--- src/rtl/trap_ctrl.sv ---
// trap_ctrl: machine-mode trap entry / MRET sequencer.
// Define TRAP_CTRL_VECTORED_EN for vectored interrupt targets.
module trap_ctrl #(
  parameter int unsigned RESET_BUSY_CYCLES = 0
) (
  input  logic        clk_i,
  input  logic        rst_i,
  input  logic        valid_i,
  input  logic        is_ecall_i,
  input  logic        is_ebreak_i,
  input  logic        is_mret_i,
  input  logic        illegal_i,
  input  logic        irq_i,
  input  logic [31:0] pc_i,
  input  logic [31:0] csr_mstatus_i,
  input  logic [31:0] csr_mtvec_i,
  input  logic [31:0] csr_mepc_i,
  output logic        busy_o,
  output logic        stall_o,
  output logic        csr_we_o,
  output logic [11:0] csr_waddr_o,
  output logic [31:0] csr_wdata_o,
  output logic        pc_force_o,
  output logic [31:0] pc_force_addr_o,
  output logic        flush_o
);

  typedef enum logic [2:0] {
    IDLE,
    SAVE_EPC,
    SAVE_CAUSE,
    SAVE_STATUS,
    REDIRECT,
    RESTORE_STATUS,
    REDIRECT_MRET
  } state_t;

  localparam logic [11:0] A_MSTATUS = 12'h300;
  localparam logic [11:0] A_MEPC    = 12'h341;
  localparam logic [11:0] A_MCAUSE  = 12'h342;

  state_t      state_q;
  logic [31:0] cause_q;
  logic [31:0] status_q;
  logic [31:0] rst_cnt_q;

  logic        ready;
  logic        ev_irq;
  logic        ev_ill;
  logic        ev_ebrk;
  logic        ev_ecall;
  logic        ev_mret;
  logic        ev_trap;
  logic        ev_any;
  logic [31:0] ev_cause;
  logic [31:0] trap_status;
  logic [31:0] mret_status;
  logic [31:0] base;
  logic [31:0] trap_target;
  logic        unused_bits;

  assign ready = !rst_i
    && (state_q == IDLE)
    && (rst_cnt_q == '0);

  // Priority masks keep the event set one-hot.
  assign ev_irq = ready & irq_i
    & csr_mstatus_i[3];
  assign ev_ill = ready & valid_i
    & illegal_i & ~ev_irq;
  assign ev_ebrk = ready & valid_i
    & is_ebreak_i & ~illegal_i
    & ~ev_irq;
  assign ev_ecall = ready & valid_i
    & is_ecall_i & ~is_ebreak_i
    & ~illegal_i & ~ev_irq;
  assign ev_mret = ready & valid_i
    & is_mret_i & ~is_ecall_i
    & ~is_ebreak_i & ~illegal_i
    & ~ev_irq;

  assign ev_trap = ev_irq | ev_ill
    | ev_ebrk | ev_ecall;
  assign ev_any = ev_trap | ev_mret;

  always_comb begin
    ev_cause = '0;
    unique case (1'b1)
      ev_irq:   ev_cause = 32'h8000_000B;
      ev_ill:   ev_cause = 32'h0000_0002;
      ev_ebrk:  ev_cause = 32'h0000_0003;
      ev_ecall: ev_cause = 32'h0000_000B;
      default:  ev_cause = '0;
    endcase
  end

  always_comb begin
    trap_status = status_q;
    trap_status[7] = status_q[3];
    trap_status[3] = 1'b0;
    trap_status[12:11] = 2'b11;
  end

  always_comb begin
    mret_status = csr_mstatus_i;
    mret_status[3] = csr_mstatus_i[7];
    mret_status[7] = 1'b1;
    mret_status[12:11] = 2'b11;
  end

  assign base = {csr_mtvec_i[31:2], 2'b00};

`ifdef TRAP_CTRL_VECTORED_EN
  assign trap_target =
    (cause_q[31] && csr_mtvec_i[1:0] == 2'b01)
    ? base + {cause_q[29:0], 2'b00}
    : base;
  assign unused_bits =
    ^{pc_i[1:0], csr_mepc_i[1:0]};
`else
  assign trap_target = base;
  assign unused_bits = ^{pc_i[1:0],
    csr_mepc_i[1:0], csr_mtvec_i[1:0]};
`endif

  always_comb begin
    pc_force_addr_o = '0;
    case (state_q)
      REDIRECT:
        pc_force_addr_o = trap_target;
      REDIRECT_MRET:
        pc_force_addr_o =
          {csr_mepc_i[31:2], 2'b00};
      default:
        pc_force_addr_o = '0;
    endcase
  end

  assign busy_o = !rst_i
    && (state_q != IDLE || rst_cnt_q != '0);
  assign stall_o = busy_o | ev_any;

  always_ff @(posedge clk_i or posedge rst_i) begin
    if (rst_i) begin
      state_q     <= IDLE;
      cause_q     <= '0;
      status_q    <= '0;
      rst_cnt_q   <= RESET_BUSY_CYCLES;
      csr_we_o    <= 1'b0;
      csr_waddr_o <= '0;
      csr_wdata_o <= '0;
      pc_force_o  <= 1'b0;
      flush_o     <= 1'b0;
    end else begin
      csr_we_o    <= 1'b0;
      csr_waddr_o <= '0;
      csr_wdata_o <= '0;
      pc_force_o  <= 1'b0;
      flush_o     <= 1'b0;
      if (rst_cnt_q != '0)
        rst_cnt_q <= rst_cnt_q - 32'd1;
      case (state_q)
        IDLE: begin
          if (ev_trap) begin
            cause_q     <= ev_cause;
            status_q    <= csr_mstatus_i;
            csr_we_o    <= 1'b1;
            csr_waddr_o <= A_MEPC;
            csr_wdata_o <= {pc_i[31:2], 2'b00};
            state_q     <= SAVE_EPC;
          end else if (ev_mret) begin
            status_q    <= csr_mstatus_i;
            csr_we_o    <= 1'b1;
            csr_waddr_o <= A_MSTATUS;
            csr_wdata_o <= mret_status;
            state_q     <= RESTORE_STATUS;
          end
        end
        SAVE_EPC: begin
          csr_we_o    <= 1'b1;
          csr_waddr_o <= A_MCAUSE;
          csr_wdata_o <= cause_q;
          state_q     <= SAVE_CAUSE;
        end
        SAVE_CAUSE: begin
          csr_we_o    <= 1'b1;
          csr_waddr_o <= A_MSTATUS;
          csr_wdata_o <= trap_status;
          state_q     <= SAVE_STATUS;
        end
        SAVE_STATUS: begin
          pc_force_o <= 1'b1;
          flush_o    <= 1'b1;
          state_q    <= REDIRECT;
        end
        RESTORE_STATUS: begin
          pc_force_o <= 1'b1;
          flush_o    <= 1'b1;
          state_q    <= REDIRECT_MRET;
        end
        REDIRECT:      state_q <= IDLE;
        REDIRECT_MRET: state_q <= IDLE;
        default:       state_q <= IDLE;
      endcase
    end
  end

endmodule

--- config.mk ---
export PLATFORM = sky130hd
export DESIGN_NAME = trap_ctrl
export DESIGN_NICKNAME = d
export VERILOG_FILES = /design/src/rtl/trap_ctrl.sv
export SDC_FILE = /design/constraint.sdc
export NUM_CORES = 1
export LEC_CHECK = 0
export CAP_MARGIN = 20
export CELL_PAD_IN_SITES_DETAIL_PLACEMENT = 1
export CELL_PAD_IN_SITES_GLOBAL_PLACEMENT = 2
export CORE_MARGIN = 2
export CORE_UTILIZATION = 24
export DETAILED_ROUTE_END_ITERATION = 10
export PLACE_DENSITY_LB_ADDON = 0.1
export SKIP_LAST_GASP = 1
export SYNTH_ARGS = -nofsm -noshare
export SYNTH_HDL_FRONTEND = slang
export SYNTH_SLANG_ARGS = --single-unit
--- constraint.sdc ---
create_clock -name clk_i -period 3.1 [get_ports clk_i]
set_clock_uncertainty 0.1 [all_clocks]
set_input_delay 0.465 -clock clk_i [delete_from_list [all_inputs] [get_ports clk_i]]
set_output_delay 0.465 -clock clk_i [all_outputs]
set_load 0.05 [all_outputs]
# Yosys cells after proc, flatten, opt, wreduce, memory -nomap -nowiden

Index checks and enable logic that the tools add are counted.

Add/subtract/negate cells: 1
$mul: 0
Div/mod/pow operators: 0
Magnitude comparators: 0
Equal/unequal tests: 7
Shift operators: 0
Multiplexer cells: 17
Bitwise logic cells: 26
Reductions and logical operators: 14

Operators with widths:

| cell                    | count |
|---|---|
| $mux W32                | 4 |
| $pmux W32 S4            | 1 |
| $pmux W32 S3            | 1 |
| $pmux W32 S2            | 1 |
| $logic_not A32 Y1       | 1 |
| $reduce_bool A32 Y1     | 1 |
| $sub A32 B1 Y32 const B | 1 |
| $pmux W10 S3            | 1 |
| $mux W10                | 2 |
| $and A1 B1 Y1           | 17 |
| $pmux W3 S5             | 1 |
| $eq A3 B3 Y1 const B    | 3 |
| $eq A3 B2 Y1 const B    | 2 |
| $mux W3                 | 2 |
| $or A1 B1 Y1            | 5 |
| $not A1 Y1              | 4 |
| $reduce_and A2 Y1       | 2 |
| $reduce_or A2 Y1        | 2 |
| $eq A3 B1 Y1 const B    | 1 |
| $logic_and A1 B1 Y1     | 3 |
| $logic_not A3 Y1        | 1 |
| $mux W1                 | 3 |
| $ne A3 B3 Y1 const B    | 1 |
| $reduce_bool A3 Y1      | 1 |
| 4 further kinds         | 4 |

Flip-flop bits (word level): 145
Latch bits: 0
RAM bits: 0
Bits in read-only memories: 0
Input port bits: 136
Output and inout port bits: 81
Word-level logic and storage cells: 73
Memories kept: 0

# Logic depth before layout (Yosys ltp)

Word-level depth: 12
Mapped depth: 8
Gate-level depth less buffers: 7

# Least setup slack after synthesis

No wires, ideal clock.

Path type: input port to flip-flop
From: input port rst_i
To: register csr_wdata_o[15]
Library setup time: 0.066 ns
Arrival time: 3.977 ns
Required time: 2.934 ns
Setup slack: -1.043 ns
Stages on the path: 5
Path buffers: 1
Cells stage by stage: inv_1 -> nand2_1 -> nor4_2 -> clkbuf_1 -> a221o_1

Cells in the longest elaborated chain, start to end: 12
Elaborated cells on any way between the ends: 27

RTL lines:

| what                                                 | line    | source |
|---|---|---|
| from (decl)                                          | 7       | `input logic rst_i,` |
| $logic_not A1 Y1 (no line) *                         | n/a     |  |
| $logic_and A1 B1 Y1 *                                | 63      | `&& (state_q == IDLE)` |
| $logic_and A1 B1 Y1 *                                | 64      | `&& (rst_cnt_q == '0);` |
| $and A1 B1 Y1 (on tied branches)                     | n/a     |  |
| $and A1 B1 Y1 (on tied branches)                     | 78, 68  |  |
| $and A1 B1 Y1 / $not A1 Y1 (equally long branches)   | n/a     |  |
| $and A1 B1 Y1 (on tied branches)                     | 79, 70  |  |
| $and A1 B1 Y1 / $or A1 B1 Y1 (equally long branches) | 79, 82  |  |
| $and A1 B1 Y1 / $or A1 B1 Y1 (equally long branches) | 80, 83  |  |
| $mux W32 / $or A1 B1 Y1 (equally long branches)      | 171, 83 |  |
| $mux W32 *                                           | 164     | `if (ev_trap) begin` |
| $pmux W32 S3 *                                       | 162     | `case (state_q)` |
| to (signal assigned)                                 | 169     | `csr_wdata_o <= {pc_i[31:2], 2'b00};` |
| to (signal assigned)                                 | 175     | `csr_wdata_o <= mret_status;` |
| to (signal assigned)                                 | 182     | `csr_wdata_o <= cause_q;` |
| to (decl)                                            | 22      | `output logic [31:0] csr_wdata_o,` |

Mark *: on every way between the ends. The rest lies on a longest branch, timed or not.
A chain may end at the register's enable or synchronous reset.

# Worst setup path after layout

From: register rst_cnt_q[9]
To: output port stall_o

Cells in the longest elaborated chain, start to end: 11
Elaborated cells on any way between the ends: 28

RTL lines:

| what                       | line | source |
|---|---|---|
| from (decl)                | 45   | `logic [31:0] rst_cnt_q;` |
| from (signal assigned)     | 161  | `rst_cnt_q <= rst_cnt_q - 32'd1;` |
| $logic_not A32 Y1          | 64   |  |
| $logic_and A1 B1 Y1        | 64   |  |
| $and A1 B1 Y1              | 67   | `assign ev_irq = ready & irq_i` |
| $and A1 B1 Y1              | 68   | `& csr_mstatus_i[3];` |
| $not A1 Y1                 | n/a  |  |
| $and A1 B1 Y1              | 70   | `& illegal_i & ~ev_irq;` |
| $or A1 B1 Y1               | 82   | `assign ev_trap = ev_irq \| ev_ill` |
| $or A1 B1 Y1 (2 in series) | 83   | `\| ev_ebrk \| ev_ecall;` |
| $or A1 B1 Y1               | 84   | `assign ev_any = ev_trap \| ev_mret;` |
| $or A1 B1 Y1 *             | 141  | `assign stall_o = busy_o \| ev_any;` |
| to (decl)                  | 19   | `output logic stall_o,` |

Marked as above.

==> run metrics <==
Cell Count, Final, Fillers Out=slightly above 900; I/O Pins=between 200 and 250; Die H=149.2 µm; Final Net Count=762; Initial Util=0.2423; initial antenna violation count=0; Clock Tree Root=clkbuf_16; minimum clock period=roughly 3 ns; Post-Synthesis Cells=approximately 420; Residual DRC=0; most frequent cells in the layout=167 x clkdlybuf4s50_1, 106 x dfrtp_1, 33 x a22o_1, 30 x and2_1, 30 x buf_4; Clk pin slew, worst setup/hold paths=roughly 0.070 ns; CP max stage delay=between 0.5 and 0.6 ns; Area after DPL=7656 µm²; WP data required=approximately 2.5 ns; largest net degree at the start of global routing=107; top sig layer=met4; run status=complete, no violations; Buffers on Ports=a little under 200; YS warnings=0; Hold Crit Class=reg -> reg; register bit total from synthesis=approximately 110; M1 WL=about 7000 µm; Filler cells=around 2200; Num CTS Buffers=9; gr ovfl total=0; Slew @ Worst Pin=0.6088 ns; Max Freq=0.3325 GHz; met2 WL=approximately 7000 µm; GP Congestion=around 0.74; HPWL after DPL=approximately 11000 µm; H-Tree Level Count=3; CP Capture Type=primary output; LEAKAGE=0.003677 µW; number of global-route vias before repair=~4500; register area share after synthesis=0.5241; Hold Fails Final Rpt=0; DR pass1 iterations=4; crit path max fanout=4; register area=2653 µm²; multi-input logic area=between 2000 and 2500 µm²; prevailing post-synth register cell=dfrtp_1; Die X=149.2 µm; Fin Setup TNS=0 ns; Post-synth EDFFs=0; Final setup viols=0; DR vias/cell=4.609; Yosys cell types=45; Core Box Area=20890 µm²; Post-Layout Inst Area=~8000 µm²; Crit Path Class=reg -> out; CTS tree=built; Antenna Nets Post-Route=0; GRT Total Usage=0.1412; share of cells above drive strength 1=0.1940; full die area=between 20000 and 25000 µm²; commonest non-fill, non-tap cell in the layout=clkdlybuf4s50_1; Post-synth ARST share=1.000; Slew Viols, Final=0; Slowest cell on crit path=or4_4; RSZ-0062 raised after global routing=false; CP Cell Sequence=or4_4, or4_4, nor3_4, buf_6, a31oi_2, buf_6; DR WL/cell=around 17 µm; CTS max path bufs=2; Max-slew headroom=0.5941; max_cap viols=0; # rows=between 50 and 60; Syn Area/Cell=between 10 and 15 µm²; buffers and inverters on the worst path=2; worst skew pair latency=about 0.36 ns; Cell Pwr Density=835.7 nW/µm²; startpoint types=register; Worst EP arrival=around 2.4 ns; total number of vias=~4200; CP delay by family, top=simple AND/OR/NAND/NOR gates; mapped cell area=5061 µm²; area grow syn2layout=58.39%; final wirelength=15470 µm; DR iter-0 viols=141; global-route wire length before repair=24580 µm; Post-Place Cells=around 880; post-route clock period utilization=0.9701; wire length on met3=between 1000 and 1500 µm; Max VDD drop=approximately 240 µV; clock sink count=~110
[per-stage QoR]
| stage | power, µW | worst slack [ns] | hold WS (ns) | util |
|---|---|---|---|---|
| floorplan | 4311 | -0.1025 | 0.3333 | - |
| global placement | 5538 | 0.1317 | 0.3567 | 0.3665 |
| detailed placement | 5573 | 0.08089 | 0.3524 | 0.3665 |
| CTS | 6802 | 0.008746 | 0.3780 | 0.3834 |
| global route | 7056 | 0.01507 | 0.3853 | 0.3836 |
| finish | 6700 | 0.09276 | 0.3729 | 0.3838 |
[where the power goes]
group	leakage, µW	total, µW	switching [µW]	internal [µW]
Clock	0.000145	1190	554	639
Combinational	0.00216	3460	1930	1520
Sequential	0.00137	2050	222	1830
Total	0.00368	6700	2710	3990
[timing repair]
action / in CTS / in global routing
pin swaps: 1 / 1
hold buffers: 0 / 0
buffers inserted: 3 / 0
endpoints found under the setup margin: 2 / 2
resized for setup: 6 / 0
[cells in the mapped netlist (7+ instances only)]
master      n  area share
a221o_1    27       0.053
a22o_1     33       0.057
and2_1     30       0.037
buf_4      11       0.016
clkbuf_1   16       0.012
dfrtp_1   106        0.52
mux2_4     28       0.083
nand2_1    16       0.012
nand3_1     7      0.0069
nor2_1     11      0.0082
nor3_1      9      0.0089
nor4_1     16       0.020
xnor2_1    11       0.019
xor2_1     18       0.031
[final timing paths]
path                       cells past startpoint                       from                   endpoint  slack (ns)
min reg2reg                                    1  rst_cnt_q[12]$_DFFE_PP0P_  rst_cnt_q[12]$_DFFE_PP0P_        0.37
min in group asynchronous                      4                      rst_i  rst_cnt_q[28]$_DFFE_PP0P_        0.65
max in group asynchronous                      4                      rst_i   csr_wdata_o[0]$_DFF_PP0_        1.75
max reg2reg                                    6   rst_cnt_q[9]$_DFFE_PP0P_   status_q[14]$_DFFE_PP0P_        0.12
max                                            6   rst_cnt_q[9]$_DFFE_PP0P_                    stall_o        0.09
min                                            1  rst_cnt_q[12]$_DFFE_PP0P_  rst_cnt_q[12]$_DFFE_PP0P_        0.37
[per-layer routing]
layer,global-route usage,vias to the layer above
li1,-,1935
met3,0.04159,13
met5,0,-
met1,0.1860,2065
met2,0.2251,158
met4,0.04143,0
[cell families after synthesis]
family	count (synthesis)	share of synthesized area
buffers and inverters	42	0.04648
AO/OA/AOI/OAI	89	0.1513
other	1	0.0007409
XOR/XNOR	29	0.05018
multiplexers	29	0.08529
adder cells (fa/ha/maj)	2	0.004944
AND/OR/NAND/NOR	118	0.1370
flip-flops	106	0.5241
[state kept, by name (all words and copies together) (netlist names)]
signal and cells:
csr_wdata_o 32, rst_cnt_q 32, status_q 29, cause_q 4, csr_waddr_o 4, state_q 3
csr_we_o 1, flush_o 1
[layout make-up]
type,instances,area share
Sequential cell,106,0.3309
Multi-Input combinational cell,276,0.2822
Tap cell,275,0.04292
Timing Repair Buffer,225,0.3025
Antenna cell,1,0.0003122
Inverter,6,0.003278
Clock buffer,10,0.02856
Clock inverter,6,0.009365
Note: power is estimated with default switching activity, not from simulation.
